## config.mk

```make
export PLATFORM = sky130hd
export DESIGN_NAME = sd_req_arbiter
export DESIGN_NICKNAME = d
export VERILOG_FILES = /design/src/rtl/sd_arb_pkg.sv /design/src/rtl/sd_req_arbiter_rr_pick.sv /design/src/rtl/sd_req_arbiter.sv
export SDC_FILE = /design/constraint.sdc
export NUM_CORES = 1
export LEC_CHECK = 0
export BUFFER_PORTS_ARGS = -buffer_cell sky130_fd_sc_hd__buf_2
export CAP_MARGIN = 20
export CORE_AREA = 5 5 72 74
export CTS_CLUSTER_SIZE = 25
export DETAILED_ROUTE_END_ITERATION = 10
export DIE_AREA = 0 0 77 79
export PLACE_DENSITY_LB_ADDON = 0.15
export REMOVE_ABC_BUFFERS = 1
export SYNTH_ARGS = -nofsm -noshare
export SYNTH_HDL_FRONTEND = slang
export SYNTH_SLANG_ARGS = --single-unit
export TNS_END_PERCENT = 1
```

## constraint.sdc

```tcl
create_clock -name clk -period 2.8 [get_ports clk]
set_input_delay 0.28 -clock clk [delete_from_list [all_inputs] [get_ports clk]]
set_output_delay 0.28 -clock clk [all_outputs]
set_load 0.01 [all_outputs]
```

## src/rtl/sd_arb_pkg.sv

```systemverilog
// Shared types and constants for the SD request arbiter.
// The optional grant-cycle counters are enabled with SD_ARB_PERF_EN.
package sd_arb_pkg;

  typedef enum logic [1:0] {
    IDLE    = 2'd0,
    GRANT   = 2'd1,
    ACTIVE  = 2'd2,
    RELEASE = 2'd3
  } sd_arb_state_t;

  localparam int ARB_FIXED = 0;
  localparam int ARB_RR    = 1;

endpackage

```

## src/rtl/sd_req_arbiter_rr_pick.sv

```systemverilog
// One-hot picker: returns the first set request at or after i_base, wrapping to 0.
module rr_pick #(
  parameter int N  = 4,
  parameter int IW = (N > 1) ? $clog2(N) : 1
) (
  input  logic [N-1:0]  i_req,
  input  logic [IW-1:0] i_base,
  output logic [N-1:0]  o_gnt,
  output logic [IW-1:0] o_idx,
  output logic          o_valid
);

  logic [IW-1:0] w_pos;

  // Scan from the farthest offset down so the nearest match is written last.
  always_comb begin
    o_gnt   = '0;
    o_idx   = '0;
    o_valid = 1'b0;
    w_pos   = '0;
    for (int k = N - 1; k >= 0; k--) begin
      w_pos = IW'((int'(i_base) + k) % N);
      if (i_req[w_pos]) begin
        o_gnt        = '0;
        o_gnt[w_pos] = 1'b1;
        o_idx        = w_pos;
        o_valid      = 1'b1;
      end
    end
  end

endmodule

```

## src/rtl/sd_req_arbiter.sv

```systemverilog
// Shares one sdspihost among N_CH read requesters; a grant is held for a whole SD transaction.
// Define SD_ARB_PERF_EN to add per-channel saturating grant-cycle counters (perf_clr / perf_cycles).
module sd_req_arbiter
  import sd_arb_pkg::*;
#(
  parameter int N_CH     = 4,
  parameter int ADDR_W   = 32,
  parameter int ARB_MODE = ARB_FIXED
) (
  input  logic                     clk,
  input  logic                     rst_n,
  input  logic [N_CH-1:0]          req_r_block,
  input  logic [N_CH-1:0]          req_r_multi_block,
  input  logic [N_CH-1:0]          req_r_byte,
  input  logic [N_CH*ADDR_W-1:0]   req_block_addr,
  output logic                     spi_r_block,
  output logic                     spi_r_multi_block,
  output logic                     spi_r_byte,
  output logic [ADDR_W-1:0]        spi_block_addr,
  input  logic                     spi_busy,
  input  logic                     spi_err,
`ifdef SD_ARB_PERF_EN
  input  logic                     perf_clr,
  output logic [N_CH*64-1:0]       perf_cycles,
`endif
  output logic [N_CH-1:0]          ch_busy,
  output logic [N_CH-1:0]          ch_err,
  output logic [N_CH-1:0]          gnt,
  output logic [$clog2(N_CH)-1:0]  active_ch
);

  localparam int IW = $clog2(N_CH);

  sd_arb_state_t     r_state;
  sd_arb_state_t     w_state_next;
  logic [N_CH-1:0]   r_gnt;
  logic [IW-1:0]     r_win;
  logic [IW-1:0]     r_rr_ptr;
  logic [IW-1:0]     w_ptr_next;
  logic [IW-1:0]     w_base;
  logic [N_CH-1:0]   w_req;
  logic [N_CH-1:0]   w_pick_gnt;
  logic [IW-1:0]     w_pick_idx;
  logic              w_pick_valid;
  logic              w_win_req;
  logic [ADDR_W-1:0] w_addr_masked [N_CH];
  logic [ADDR_W-1:0] w_addr_or;

  assign w_req      = req_r_block | req_r_multi_block;
  assign w_win_req  = |(w_req & r_gnt);
  assign w_base     = (ARB_MODE == ARB_RR) ? r_rr_ptr : '0;
  assign w_ptr_next = (r_win == IW'(N_CH - 1)) ? '0 : r_win + 1'b1;

  rr_pick #(
    .N  (N_CH),
    .IW (IW)
  ) u_pick (
    .i_req   (w_req),
    .i_base  (w_base),
    .o_gnt   (w_pick_gnt),
    .o_idx   (w_pick_idx),
    .o_valid (w_pick_valid)
  );

  // Busy is checked first in GRANT: once the host starts, a dropped request cannot abort.
  always_comb begin
    w_state_next = r_state;
    case (r_state)
      IDLE:    if (w_pick_valid) w_state_next = GRANT;
      GRANT: begin
        if (spi_busy)        w_state_next = ACTIVE;
        else if (!w_win_req) w_state_next = RELEASE;
      end
      ACTIVE:  if (!spi_busy && !w_win_req) w_state_next = RELEASE;
      RELEASE: w_state_next = IDLE;
      default: w_state_next = IDLE;
    endcase
  end

  // Grant drops on entry to RELEASE, giving RELEASE + IDLE as two grant-free cycles.
  always_ff @(posedge clk or negedge rst_n) begin
    if (!rst_n) begin
      r_state  <= IDLE;
      r_gnt    <= '0;
      r_win    <= '0;
      r_rr_ptr <= '0;
    end else begin
      r_state <= w_state_next;
      if (r_state == IDLE && w_pick_valid) begin
        r_gnt <= w_pick_gnt;
        r_win <= w_pick_idx;
      end else if (w_state_next == RELEASE && r_state != RELEASE) begin
        r_gnt    <= '0;
        r_win    <= '0;
        r_rr_ptr <= w_ptr_next;
      end
    end
  end

  generate
    for (genvar gi = 0; gi < N_CH; gi++) begin : g_ch
      assign w_addr_masked[gi] = req_block_addr[gi*ADDR_W +: ADDR_W] & {ADDR_W{r_gnt[gi]}};
      assign ch_busy[gi]       = r_gnt[gi] ? spi_busy : 1'b1;
      assign ch_err[gi]        = spi_err & r_gnt[gi];
    end
  endgenerate

  always_comb begin
    w_addr_or = '0;
    for (int i = 0; i < N_CH; i++) w_addr_or = w_addr_or | w_addr_masked[i];
  end

  assign spi_r_block       = |(req_r_block & r_gnt);
  assign spi_r_multi_block = |(req_r_multi_block & r_gnt);
  assign spi_r_byte        = |(req_r_byte & r_gnt);
  assign spi_block_addr    = w_addr_or;
  assign gnt               = r_gnt;
  assign active_ch         = r_win;

`ifdef SD_ARB_PERF_EN
  logic w_tenure;
  assign w_tenure = (r_state == GRANT) || (r_state == ACTIVE);

  generate
    for (genvar gi = 0; gi < N_CH; gi++) begin : g_perf
      logic [63:0] r_perf;
      always_ff @(posedge clk or negedge rst_n) begin
        if (!rst_n)                                   r_perf <= '0;
        else if (perf_clr)                            r_perf <= '0;
        else if (r_gnt[gi] && w_tenure && !(&r_perf)) r_perf <= r_perf + 64'd1;
      end
      assign perf_cycles[gi*64 +: 64] = r_perf;
    end
  endgenerate
`endif

endmodule

```

==> Word level (Yosys, flattened, before mapping) <==
Index checks and enable logic that the tools add are counted.
{ "word_totals": {"regBits": 8, "inputBits": 144, "wordCells": 60} }
{ "op_classes": {"eq_ne": 5, "mux": 25, "bitwise": 16, "reduce_logical": 11} }
{ "op_table": {"columns": ["operator", "n"], "rows": [
  ["bitwise AND 32 bit", 4],
  ["bitwise OR 32 bit", 3],
  ["two-way mux 4 bit", 6],
  ["two-way mux 2 bit", 10],
  ["bitwise AND 4 bit", 4],
  ["OR reduction 4 bit", 4],
  ["two-way mux 1 bit", 8],
  ["one-hot mux 2 bit (4 select lines)", 1],
  ["equality test 2 bit, second input constant", 3],
  ["bitwise AND 1 bit", 4],
  ["bitwise OR 4 bit", 1],
  ["logical AND 1 bit", 3],
  ["equality test 2 x 1 -> 1 bit, second input constant", 1],
  ["logical NOT 1 bit", 2],
  ["logical NOT 2 bit", 1],
  ["inequality test 2 bit, second input constant", 1],
  ["nonzero test 2 bit", 1]
]} }

==> Longest topological paths before layout <==
Gate-level depths: netlist of the first run.
{ "logic_depth": {"word_depth": 11, "mapped_depth": 4, "depth_no_buf": 4} }

==> Modules after synthesis <==
From an unflattened synthesis of the first run, not the netlist that was laid out.
{ "unflattened": {"hier_cells": 244, "area_unflattened_um2": 1784.2} }
{ "modules_own_cells": {"columns": ["module", "cells_each", "seq_area_each_um2", "area_each_um2", "n_inst"], "rows": [
  ["sd_req_arbiter", 183, 200.2, 1275.0, 1],
  ["rr_pick", 61, 0.0, 509.2, 1]
]} }

==> Worst setup path after synthesis of the first run <==
Ideal clock, no wire load.
{ "synth_timing": {"path_kind": "reg2out", "start": "register r_gnt[0] (netlist: gnt[0])", "end": "output spi_block_addr[13]", "arrival_ps": 1110, "n_path_buf": 2, "slack_ps": 1410, "required_ps": 2520, "path_stages_with_launch": 5, "cell_sequence": "dfrtp_1 buf_2 buf_1 a22oi_1 nand2_1"} }
{ "synth_between": {"elab_chain_cells": 4} }
{ "synth_rtl": {"columns": ["element", "line", "source"], "rows": [
  ["start: declaration", "sd_req_arbiter.sv:36", "logic [N_CH-1:0] r_gnt;"],
  ["start signal: assignment", "sd_req_arbiter.sv:90", "r_gnt <= w_pick_gnt;"],
  ["bitwise AND 32 bit", "sd_req_arbiter.sv:102", "assign w_addr_masked[gi] = req_block_addr[gi*ADDR_W +: ADDR_W] & {ADDR_W{r_gnt[gi]}};"],
  ["bitwise OR 32 bit (3 in a row)", "sd_req_arbiter.sv:110", "for (int i = 0; i < N_CH; i++) w_addr_or = w_addr_or | w_addr_masked[i];"],
  ["end: declaration", "sd_req_arbiter.sv:19", "output logic [ADDR_W-1:0] spi_block_addr,"]
]} }
Every way passes these cells.

==> Final worst setup path of the first run <==
{ "layout_timing": {"start": "register r_gnt[3] (netlist: gnt[3])", "end": "output spi_block_addr[19]"} }
{ "layout_between": {"elab_chain_cells": 2} }
{ "layout_rtl": {"columns": ["element", "line"], "rows": [
  ["bitwise AND 32 bit", "sd_req_arbiter.sv:102"],
  ["bitwise OR 32 bit", "sd_req_arbiter.sv:110"]
]} }
Every way passes these cells.

==> results of run 1 <==
cells by family (layout without fill, tap and decap cells):
family,count (synthesis),after routing,share of synthesized area
flip-flops,8,8,0.168
AO/OA/AOI/OAI,88,88,0.549
buffers and inverters,17,203,0.0598
AND/OR/NAND/NOR,57,57,0.224
what timing repair did:
item,in CTS,in global routing
endpoints found under the setup margin,0,0
hold buffers,1,0
endpoints found under the hold margin,8,0
layout by cell type (no fill, tap or decap):
cell type and instances:
buf_2 192, a22oi_1 70, nand2_1 38, dfrtp_1 8
o21ai_0 7, buf_4 6, nand2b_1 5, nor2_1 5
and2_1 4, o2bb2ai_1 3, clkbuf_8 3, a21oi_2 2
and4_1 1, or2b_1 1, nor4_4 1, a311oi_1 1
a21oi_1 1, nor3_1 1, a21o_1 1, nor4_1 1
a22o_1 1, a211o_2 1, inv_1 1, a32o_1 1
dlygate4sd3_1 1
path summary, 6_finish.rpt:
check	slack, ns	start	end
max	0.80	gnt[3]$_DFFE_PN0P_	spi_block_addr[19]
min	0.35	spi_busy	r_state[0]$_DFF_PN0_
max reg2reg	1.11	gnt[3]$_DFFE_PN0P_	active_ch[0]$_DFFE_PN0P_
min reg2reg	0.50	active_ch[1]$_DFFE_PN0P_	active_ch[1]$_DFFE_PN0P_
max in group asynchronous	2.22	rst_n	active_ch[0]$_DFFE_PN0P_
min in group asynchronous	0.42	rst_n	active_ch[1]$_DFFE_PN0P_
flip-flops by register name, summed over array words and instances, names as in the netlist:
register   cells
active_ch      2
gnt            4
r_state        2
power by group:
group / internal, µW / switching (µW) / leakage (µW)
combinational: 548 / 740 / 0.00117
sequential: 158 / 42.6 / 0.000104
clock: 93.0 / 43.9 / 0.0000216
routing by layer:
metal	up-vias	global-route usage	share of wire
li1	1041	-	-
met1	937	0.260	0.39
met2	115	0.363	0.48
met3	11	0.0714	0.11
met4	2	0.0515	0.015
met5	-	0	0.00097
metrics by stage:
stage	instances	hold WS (ns)	utilization	worst slack, ns	area (µm²)
after detailed placement	406	0.129	0.485	1.05	2200
after CTS	410	0.359	0.496	0.800	2250
final	410	0.354	0.496	0.796	2250
after floorplan	154	-0.0156	-	1.01	1120
after global routing	410	0.380	0.496	0.679	2250
after global placement	406	0.128	0.485	1.07	2200
layout make-up:
class                           instances  share of cell area
Tap cell                               54              0.0300
Timing Repair Buffer                  199               0.452
Clock buffer                            3              0.0184
Sequential cell                         8              0.0890
Inverter                                1             0.00167
Multi-Input combinational cell        145               0.409
worst register-to-register path: cells and delay by family (launching register included):
kind / cells / cell delay (ns)
DFF: 1 / 0.76
AOI/OAI and AO/OA: 3 / 0.59
and+or+nand+nor: 1 / 0.28
==> results_tabular.tex, run 1 <==
\begin{tabular}{lr}
\hline
Metric & Value \\
\hline
\multicolumn{2}{l}{\textbf{Floorplanning}} \\
\quad DIE HEIGHT & 79 µm \\
\quad Effective utilization at floorplan & 0.263 \\
\quad \# rows & 25 \\
\quad Top-level port count & 193 \\
\quad Core area & 4540 µm² \\
\quad Die boundary width & 77 µm \\
\quad Overall die area & 6080 µm² \\
\multicolumn{2}{l}{\textbf{Clock tree}} \\
\quad Clock tree sinks & 8 \\
\quad Clk slew on worst S/H paths & 0.04 ns \\
\quad CTS max path bufs & 2 \\
\quad H-tree levels & 1 \\
\quad Count of cells resized by post-cts repair & 0 \\
\quad Latest clock arrival within the worst-skew pair & 0.23 ns \\
\quad CTS root buffer & clkbuf\_8 \\
\quad CTS buffer count & 3 \\
\quad CTS tree & done \\
\quad Number of setup buffers added after CTS & 0 \\
\multicolumn{2}{l}{\textbf{Finish}} \\
\quad Number of antenna repair diodes & 0 \\
\quad Area used by multi-input combinational logic & 921 µm² \\
\quad Area used by sequential logic in the layout & 200 µm² \\
\quad Filler cells & 485 \\
\quad Synthesis-to-finish area growth & 88.7\% \\
\quad Share of cells above drive strength 1 & 0.576 \\
\quad Final net count & 502 \\
\multicolumn{2}{l}{\textbf{Synth}} \\
\quad Sequential fraction of the synthesis area & 0.168 \\
\quad Area share of the largest cell type after synthesis & 0.441 \\
\quad Warning count from the yosys run & 0 \\
\quad Netlist Area Pre-Place & 1190 µm² \\
\quad Post-synth top flop & dfrtp\_1 \\
\quad Largest area contributor in the synthesized netlist & a22oi\_1 \\
\quad \#FFs+latches synth & 8 \\
\quad Top cell types by occurrence after synthesis & a22oi\_1 (70), nand2\_1 (38), dfrtp\_1 (8) \\
\quad Synth Instances & 170 \\
\quad Number of enable-type register cells in the synthesized netlist & 0 \\
\quad Cell variety after synth & 24 \\
\quad Share of flip-flops with an asynchronous set or reset after synthesis & 1.00 \\
\quad Avg Inst Size Synth & 7.01 µm² \\
\quad Most common cell in the synthesized netlist & a22oi\_1 \\
\quad Cell types occupying the most area after synthesis & a22oi\_1 (44\%), dfrtp\_1 (17\%), nand2\_1 (12\%) \\
\multicolumn{2}{l}{\textbf{Timing}} \\
\quad Maximum operating frequency & 0.499 GHz \\
\quad Shortest period the worst path allows & 2.00 ns \\
\quad Setup violations, final & 0 \\
\quad Worst-margin pin slew & 0.664 ns \\
\quad Sum of negative setup slack & 0 ns \\
\quad Normalized max-slew margin & 0.557 \\
\quad Final period utilization & 0.716 \\
\quad RSZ-0062 raised after global routing & false \\
\quad Final Hold Violating Endpoints & 0 \\
\quad Worst Clk Skew & 0.00186 ns \\
\quad Slew Limit Fails & 0 \\
\multicolumn{2}{l}{\textbf{Routing}} \\
\quad Via count of the routed design & 2,106 \\
\quad Remaining design rule violation count & 0 \\
\quad Via density & 5.14 \\
\quad Routed wire length per instance & 17.6 µm \\
\quad Number of nets still failing antenna checks after routing & 0 \\
\quad First-pass DRT Iterations & 4 \\
\quad Count of routing violations after the opening detailed-route iteration & 115 \\
\quad WL final & 7200 µm \\
\multicolumn{2}{l}{\textbf{Setup path}} \\
\quad Count of cell instances traversed by the critical path & 4 \\
\quad Arr. time, crit path & 1.72 ns \\
\quad Critical-path cell with the highest stage delay & dfrtp\_1 \\
\quad Worst path buffer plus inverter count & 2 \\
\quad Reg2Reg Depth & 4 \\
\quad Crit path max fanout & 21 \\
\quad Req. time, crit path & 2.52 ns \\
\quad Crit-path leading delay family & flip-flops \\
\quad CP cell instances & buf\_4 -> a22oi\_1 -> nand2\_1 -> buf\_2 \\
\quad Critical path type & flop to output port \\
\quad Delay of the slowest cell on the worst path & 0.76 ns \\
\quad Element type at the critical path start & flop \\
\quad Type of element capturing the critical path & output port \\
\multicolumn{2}{l}{\textbf{GRT}} \\
\quad Overall routing resource usage & 0.214 \\
\quad Final global-route overflow total & 0 \\
\quad Number of antenna violations at the first check in global routing & 1 \\
\quad Pin count of the biggest net entering global routing & 40 \\
\quad Number of global-route vias before repair & 2,069 \\
\quad Wire length of the first global-routing pass & 10,600 µm \\
\multicolumn{2}{l}{\textbf{Placed design}} \\
\quad Dpl hpwl & 6050 µm \\
\quad Last weighted congestion value of the routability-driven placer & 0.899 \\
\quad PortBufs & 192 \\
\multicolumn{2}{l}{\textbf{Flow run}} \\
\quad Max-cap violations & 0 \\
\multicolumn{2}{l}{\textbf{Min path}} \\
\quad Worst min path class & input port to flop \\
\quad Hold Crit Depth & 2 \\
\multicolumn{2}{l}{\textbf{Pwr}} \\
\quad Pwr per Cell Area & 722 nW/µm² \\
\quad Leakage power summed over all cells & 0.00130 µW \\
\quad Worst VDD drop & 0.000480 V \\
\quad Overall power of the completed layout & 1630 µW \\
\multicolumn{2}{l}{\textbf{Run status}} \\
\quad Status & finished clean \\
\hline
\end{tabular}
(Power assumes the default switching activity.)
==> run 2, diff against run 1 <==
--- a/config.mk
+++ b/config.mk
@@ -7,10 +7,10 @@
 export LEC_CHECK = 0
 export BUFFER_PORTS_ARGS = -buffer_cell sky130_fd_sc_hd__buf_2
 export CAP_MARGIN = 20
-export CORE_AREA = 5 5 72 74
+export CORE_AREA = 5 5 74 76
 export CTS_CLUSTER_SIZE = 25
 export DETAILED_ROUTE_END_ITERATION = 10
-export DIE_AREA = 0 0 77 79
+export DIE_AREA = 0 0 79 81
 export PLACE_DENSITY_LB_ADDON = 0.15
 export REMOVE_ABC_BUFFERS = 1
 export SYNTH_ARGS = -nofsm -noshare
==> constraint.sdc (replaced) <==
create_clock -name clk -period 1.8 [get_ports clk]
set_input_delay 0.18 -clock clk [delete_from_list [all_inputs] [get_ports clk]]
set_output_delay 0.18 -clock clk [all_outputs]
set_load 0.01 [all_outputs]
==> results_tabular.tex, run 2 (same netlist as run 1, synthesis figures left out) <==
\begin{tabular}{lr}
\hline
Metric & Value \\
\hline
\multicolumn{2}{l}{\textbf{GRT}} \\
\quad Number of global-route vias before repair & 2,076 \\
\quad Wire length of the first global-routing pass & 10,500 µm \\
\quad Final global-route overflow total & 0 \\
\quad Overall routing resource usage & 0.206 \\
\quad Number of antenna violations at the first check in global routing & 0 \\
\quad Pin count of the biggest net entering global routing & 27 \\
\multicolumn{2}{l}{\textbf{Timing}} \\
\quad Slew Limit Fails & 0 \\
\quad Worst Clk Skew & 0.000745 ns \\
\quad Maximum operating frequency & 0.663 GHz \\
\quad Final period utilization & 0.838 \\
\quad Shortest period the worst path allows & 1.51 ns \\
\quad Final Hold Violating Endpoints & 0 \\
\quad Normalized max-slew margin & 0.737 \\
\quad RSZ-0062 raised after global routing & false \\
\quad Worst slack on hold paths & 0.284 ns \\
\quad Worst-margin pin slew & 0.392 ns \\
\quad Sum of negative setup slack & 0 ns \\
\quad Setup violations, final & 0 \\
\multicolumn{2}{l}{\textbf{Pwr}} \\
\quad Net switching power & 1300 µW \\
\quad Fraction of power consumed by combinational cells & 0.797 \\
\quad Part of the power in registers & 0.120 \\
\quad Leakage power summed over all cells & 0.00132 µW \\
\quad Worst VDD drop & 0.000704 V \\
\quad Pwr per Cell Area & 1120 nW/µm² \\
\quad Switching share of total power & 0.510 \\
\quad Cell internal power dissipation & 1250 µW \\
\quad Share of total power in the clock network & 0.082 \\
\multicolumn{2}{l}{\textbf{Setup path}} \\
\quad Delay of the slowest cell on the worst path & 0.39 ns \\
\quad Element type at the critical path start & flop \\
\quad R2r endpoint & active\_ch[0]\$\_DFFE\_PN0P\_ \\
\quad Arr. time, crit path & 1.33 ns \\
\quad CP cell instances & buf\_4 -> a22oi\_1 -> nand2\_1 -> buf\_2 \\
\quad Setup slack on the worst flop-to-flop path & 0.37 ns \\
\quad Reg2Reg Depth & 5 \\
\quad Type of element capturing the critical path & output port \\
\quad Req. time, crit path & 1.62 ns \\
\quad Critical-path cell with the highest stage delay & dfrtp\_1 \\
\quad Crit path max fanout & 24 \\
\quad Critical path type & flop to output port \\
\quad Worst r2r src & gnt[2]\$\_DFFE\_PN0P\_ \\
\multicolumn{2}{l}{\textbf{Placed design}} \\
\quad Inst Count DP & 410 \\
\quad PortBufs & 192 \\
\quad Dpl hpwl & 6190 µm \\
\quad Last weighted congestion value of the routability-driven placer & 0.833 \\
\multicolumn{2}{l}{\textbf{Clock tree}} \\
\quad Number of setup buffers added after CTS & 0 \\
\quad Clock tree sinks & 8 \\
\quad Count of cells resized by post-cts repair & 0 \\
\quad CTS root buffer & clkbuf\_8 \\
\quad CTS tree & done \\
\quad H-tree levels & 1 \\
\quad CTS max path bufs & 2 \\
\quad CTS buffer count & 3 \\
\quad Clk slew on worst S/H paths & 0.04 ns \\
\quad Latest clock arrival within the worst-skew pair & 0.23 ns \\
\multicolumn{2}{l}{\textbf{Min path}} \\
\quad Worst min path class & input port to flop \\
\quad Hold\_sp & spi\_busy \\
\quad Worst Hold Endpoint & r\_state[0]\$\_DFF\_PN0\_ \\
\quad Hold Crit Depth & 2 \\
\multicolumn{2}{l}{\textbf{Finish}} \\
\quad Synthesis-to-finish area growth & 91.2\% \\
\quad Count of non-filler cells in the finished layout & 414 \\
\quad Filler cells & 505 \\
\quad Number of antenna repair diodes & 0 \\
\quad Number of flip-flops in the largest register & 4 \\
\quad Final net count & 506 \\
\quad Core utilization of the finished layout & 0.489 \\
\quad Most frequent standard cell in the layout excluding fill and tap cells & buf\_2 \\
\quad Most used cells in the layout excluding fill and tap cells & buf\_2 (192), a22oi\_1 (70), nand2\_1 (38) \\
\quad Share of cells above drive strength 1 & 0.581 \\
\multicolumn{2}{l}{\textbf{Floorplanning}} \\
\quad Overall die area & 6400 µm² \\
\quad Top-level port count & 193 \\
\quad Core area & 4660 µm² \\
\quad DIE HEIGHT & 81 µm \\
\quad \# rows & 25 \\
\quad Effective utilization at floorplan & 0.256 \\
\quad Die boundary width & 79 µm \\
\multicolumn{2}{l}{\textbf{Routing}} \\
\quad Count of routing violations after the opening detailed-route iteration & 78 \\
\quad WL final & 7420 µm \\
\quad Via count of the routed design & 2,109 \\
\quad First-pass DRT Iterations & 4 \\
\quad Routed wire length per instance & 17.9 µm \\
\quad Number of nets still failing antenna checks after routing & 0 \\
\quad Remaining design rule violation count & 0 \\
\quad Via density & 5.09 \\
\multicolumn{2}{l}{\textbf{Run status}} \\
\quad Status & finished clean \\
\multicolumn{2}{l}{\textbf{Flow run}} \\
\quad Max-cap violations & 0 \\
\hline
\end{tabular}
## run 2: cell types whose count changed in the layout (fill, tap and decap cells not counted), sizes merged
cell | before | now
buf | 198 | 202
## run 2: metal layers
layer / vias up / global-route usage / wire length, µm
li1: 1050 / - / -
met5: - / 0 / 0
met2: 107 / 0.358 / 3630
met3: 6 / 0.0643 / 735
met1: 946 / 0.253 / 2980
met4: 0 / 0.0326 / 75
## run 2: repair_timing
action	CTS	global route
setup endpoints to repair	0	0
hold endpoints to repair	8	0
hold buffers	1	0
## run 2: cell type report
cell class | count | area (µm²) | share of cell area
inverters | 1 | 3.75 | 0.00165
flip-flops and latches | 8 | 200 | 0.0878
multi-input cells | 145 | 921 | 0.404
clock buffers | 3 | 41.3 | 0.0181
repair buffers | 203 | 1050 | 0.459
well taps | 54 | 67.6 | 0.0296
## run 2: worst max-delay path by stage
stage	slack, ns	to	start	cells past startpoint
after global routing	0.22	spi_block_addr[8]	gnt[0]$_DFFE_PN0P_	4
after global placement	0.43	active_ch[0]$_DFFE_PN0P_	gnt[2]$_DFFE_PN0P_	5
after floorplan	0.01	active_ch[0]$_DFFE_PN0P_	gnt[1]$_DFFE_PN0P_	4
after CTS	0.28	spi_block_addr[8]	gnt[0]$_DFFE_PN0P_	4
final	0.29	spi_block_addr[8]	gnt[0]$_DFFE_PN0P_	4
after detailed placement	0.37	active_ch[0]$_DFFE_PN0P_	gnt[2]$_DFFE_PN0P_	5
## run 2: stage by stage
stage / worst slack (ns) / power [µW] / instance area (µm²)
after floorplan: 0.0126 / 1370 / 1120
after global placement: 0.427 / 2350 / 2230
after detailed placement: 0.368 / 2360 / 2230
after CTS: 0.284 / 2590 / 2280
after global routing: 0.219 / 2790 / 2280
final: 0.291 / 2560 / 2280
## run 2: critical path: cells and delay by family, from the launching register on
family                 cells  cell delay [ns]
AO/OA/AOI/OAI              1             0.21
AND/OR/NAND/NOR            1             0.10
buffers and inverters      2             0.39
flip-flops                 1             0.39
## run 2: power by group through the flow
stage / clock [µW] / sequential (µW) / combinational [µW]
after floorplan: 0 / 493 / 880
after global placement: 0 / 310 / 2040
after detailed placement: 0 / 312 / 2050
after CTS: 218 / 309 / 2060
after global routing: 228 / 318 / 2240
final: 211 / 307 / 2040
==> run 3, diff against run 2 <==
==> constraint.sdc (replaced) <==
create_clock -name clk -period 1.2 [get_ports clk]
set_input_delay 0.12 -clock clk [delete_from_list [all_inputs] [get_ports clk]]
set_output_delay 0.12 -clock clk [all_outputs]
set_load 0.01 [all_outputs]
==> results_tabular.tex, run 3 (same netlist as run 1, synthesis figures left out) <==
\begin{tabular}{lr}
\hline
Metric & Value \\
\hline
\multicolumn{2}{l}{\textbf{Floorplanning}} \\
\quad Core area & 4660 µm² \\
\quad Overall die area & 6400 µm² \\
\quad Effective utilization at floorplan & 0.256 \\
\quad Die boundary width & 79 µm \\
\quad Top-level port count & 193 \\
\quad \# rows & 25 \\
\quad DIE HEIGHT & 81 µm \\
\multicolumn{2}{l}{\textbf{Finish}} \\
\quad Area used by multi-input combinational logic & 1050 µm² \\
\quad Final net count & 512 \\
\quad Synthesis-to-finish area growth & 114\% \\
\quad Number of antenna repair diodes & 0 \\
\quad Share of cells above drive strength 1 & 0.661 \\
\quad Most used cells in the layout excluding fill and tap cells & buf\_2 (188), a22oi\_1 (50), nand2\_1 (38) \\
\quad Post-route cell area & 2550 µm² \\
\quad Area used by sequential logic in the layout & 203 µm² \\
\quad Count of non-filler cells in the finished layout & 420 \\
\quad Filler cells & 470 \\
\quad Number of flip-flops in the largest register & 4 \\
\quad Most frequent standard cell in the layout excluding fill and tap cells & buf\_2 \\
\quad Core utilization of the finished layout & 0.547 \\
\multicolumn{2}{l}{\textbf{Routing}} \\
\quad Remaining design rule violation count & 0 \\
\quad Via count of the routed design & 2,204 \\
\quad DRT met1 WL & 2950 µm \\
\quad First-pass DRT Iterations & 4 \\
\quad Met3 layer wire length in the routed design & 852 µm \\
\quad Top layer reached by signal wires & met4 \\
\quad Count of routing violations after the opening detailed-route iteration & 76 \\
\quad Number of nets still failing antenna checks after routing & 0 \\
\quad WL final & 7710 µm \\
\quad Via density & 5.25 \\
\quad Routed wire length on met2 & 3810 µm \\
\quad Routed wire length per instance & 18.4 µm \\
\multicolumn{2}{l}{\textbf{Run status}} \\
\quad Violations in the final reports & setup timing \\
\quad Status & finished with violations \\
\multicolumn{2}{l}{\textbf{GRT}} \\
\quad Number of global-route vias before repair & 2,051 \\
\quad Final global-route overflow total & 0 \\
\quad Pin count of the biggest net entering global routing & 40 \\
\quad Number of antenna violations at the first check in global routing & 0 \\
\quad Wire length of the first global-routing pass & 10,500 µm \\
\quad Overall routing resource usage & 0.208 \\
\multicolumn{2}{l}{\textbf{Timing}} \\
\quad Final setup margin & -0.209 ns \\
\quad RSZ-0062 raised after global routing & true \\
\quad Worst slack on hold paths & 0.195 ns \\
\quad Sum of negative setup slack & -6.96 ns \\
\quad Worst-margin pin slew & 0.387 ns \\
\quad Worst Clk Skew & 0.00145 ns \\
\quad Normalized max-slew margin & 0.742 \\
\quad Final period utilization & 1.17 \\
\quad Slew Limit Fails & 0 \\
\quad Setup violations, final & 46 \\
\quad Final Hold Violating Endpoints & 0 \\
\quad Shortest period the worst path allows & 1.41 ns \\
\quad Maximum operating frequency & 0.709 GHz \\
\multicolumn{2}{l}{\textbf{Setup path}} \\
\quad Critical-path cell with the highest stage delay & dfrtp\_2 \\
\quad Element type at the critical path start & flop \\
\quad CP cell instances & clkbuf\_16 -> a22oi\_1 -> nand2\_1 -> buf\_2 \\
\quad Type of element capturing the critical path & output port \\
\quad Crit path max fanout & 19 \\
\quad Critical path type & flop to output port \\
\quad Reg2Reg Depth & 4 \\
\quad Req. time, crit path & 1.08 ns \\
\quad Delay of the slowest cell on the worst path & 0.45 ns \\
\quad Arr. time, crit path & 1.29 ns \\
\multicolumn{2}{l}{\textbf{Clock tree}} \\
\quad Clock tree sinks & 8 \\
\quad Latest clock arrival within the worst-skew pair & 0.23 ns \\
\quad CTS tree & done \\
\quad Clk slew on worst S/H paths & 0.04 ns \\
\quad CTS buffer count & 3 \\
\quad CTS root buffer & clkbuf\_8 \\
\quad H-tree levels & 1 \\
\quad CTS max path bufs & 2 \\
\multicolumn{2}{l}{\textbf{Placed design}} \\
\quad Last weighted congestion value of the routability-driven placer & 0.839 \\
\quad Dpl hpwl & 6130 µm \\
\quad Cell Area, Placed & 2300 µm² \\
\quad PortBufs & 192 \\
\quad Inst Count DP & 415 \\
\multicolumn{2}{l}{\textbf{Pwr}} \\
\quad Leakage power summed over all cells & 0.00139 µW \\
\quad Pwr per Cell Area & 1790 nW/µm² \\
\quad Worst VDD drop & 0.00121 V \\
\multicolumn{2}{l}{\textbf{Flow run}} \\
\quad Max-cap violations & 0 \\
\multicolumn{2}{l}{\textbf{Min path}} \\
\quad Worst min path class & input port to flop \\
\quad Hold Crit Depth & 2 \\
\hline
\end{tabular}
[run 3: worst max-delay path, delay by kind of cell, from the launching register on]
family | cells | cell delay [ns]
flops | 1 | 0.45
buf+inv | 2 | 0.36
compound gates | 1 | 0.16
simple gates | 1 | 0.07
[run 3: where the power goes]
part           internal (µW)  switching, µW  total [µW]
registers                376            119         495
logic                   1760           1970        3730
clock network            218            111         328
[run 3: routing by layer]
layer  vias up  GRT usage
met2       110      0.348
li1       1061          -
met1      1023      0.247
met3        10     0.0854
met5         -          0
met4         0     0.0550
[run 3: repair_timing]
action | 4_1_cts | 5_1_grt
gates resized for setup | 1 | 36
buffers inserted | 0 | 0
setup endpoints to repair | 48 | 51
pin swaps | 3 | 8
hold endpoints to repair | 8 | 0
hold buffers | 1 | 0
cloned | 0 | 1
[run 3: stage by stage]
step	power [µW]	setup slack, ns
final	4550	-0.209
after global routing	4890	-0.263
after CTS	4090	-0.206
after detailed placement	3730	-0.116
after global placement	3710	-0.0807
after floorplan	2060	-0.587
[run 3: final cells by class]
class	count	area share
repair buffers	209	0.463
multi-input cells	145	0.414
flip-flops and latches	8	0.0796
well taps	54	0.0265
clock buffers	3	0.0162
inverters	1	0.00147
[run 3: worst paths after layout]
kind | startpoint | endpoint | slack (ns)
min in group asynchronous | rst_n | r_state[1]$_DFF_PN0_ | 0.26
hold reg to reg | active_ch[1]$_DFFE_PN0P_ | active_ch[1]$_DFFE_PN0P_ | 0.50
hold / removal | spi_busy | r_state[0]$_DFF_PN0_ | 0.20
setup reg to reg | r_state[1]$_DFF_PN0_ | active_ch[0]$_DFFE_PN0P_ | -0.17
setup / recovery | gnt[1]$_DFFE_PN0P_ | spi_block_addr[14] | -0.21
max in group asynchronous | rst_n | gnt[0]$_DFFE_PN0P_ | 0.76
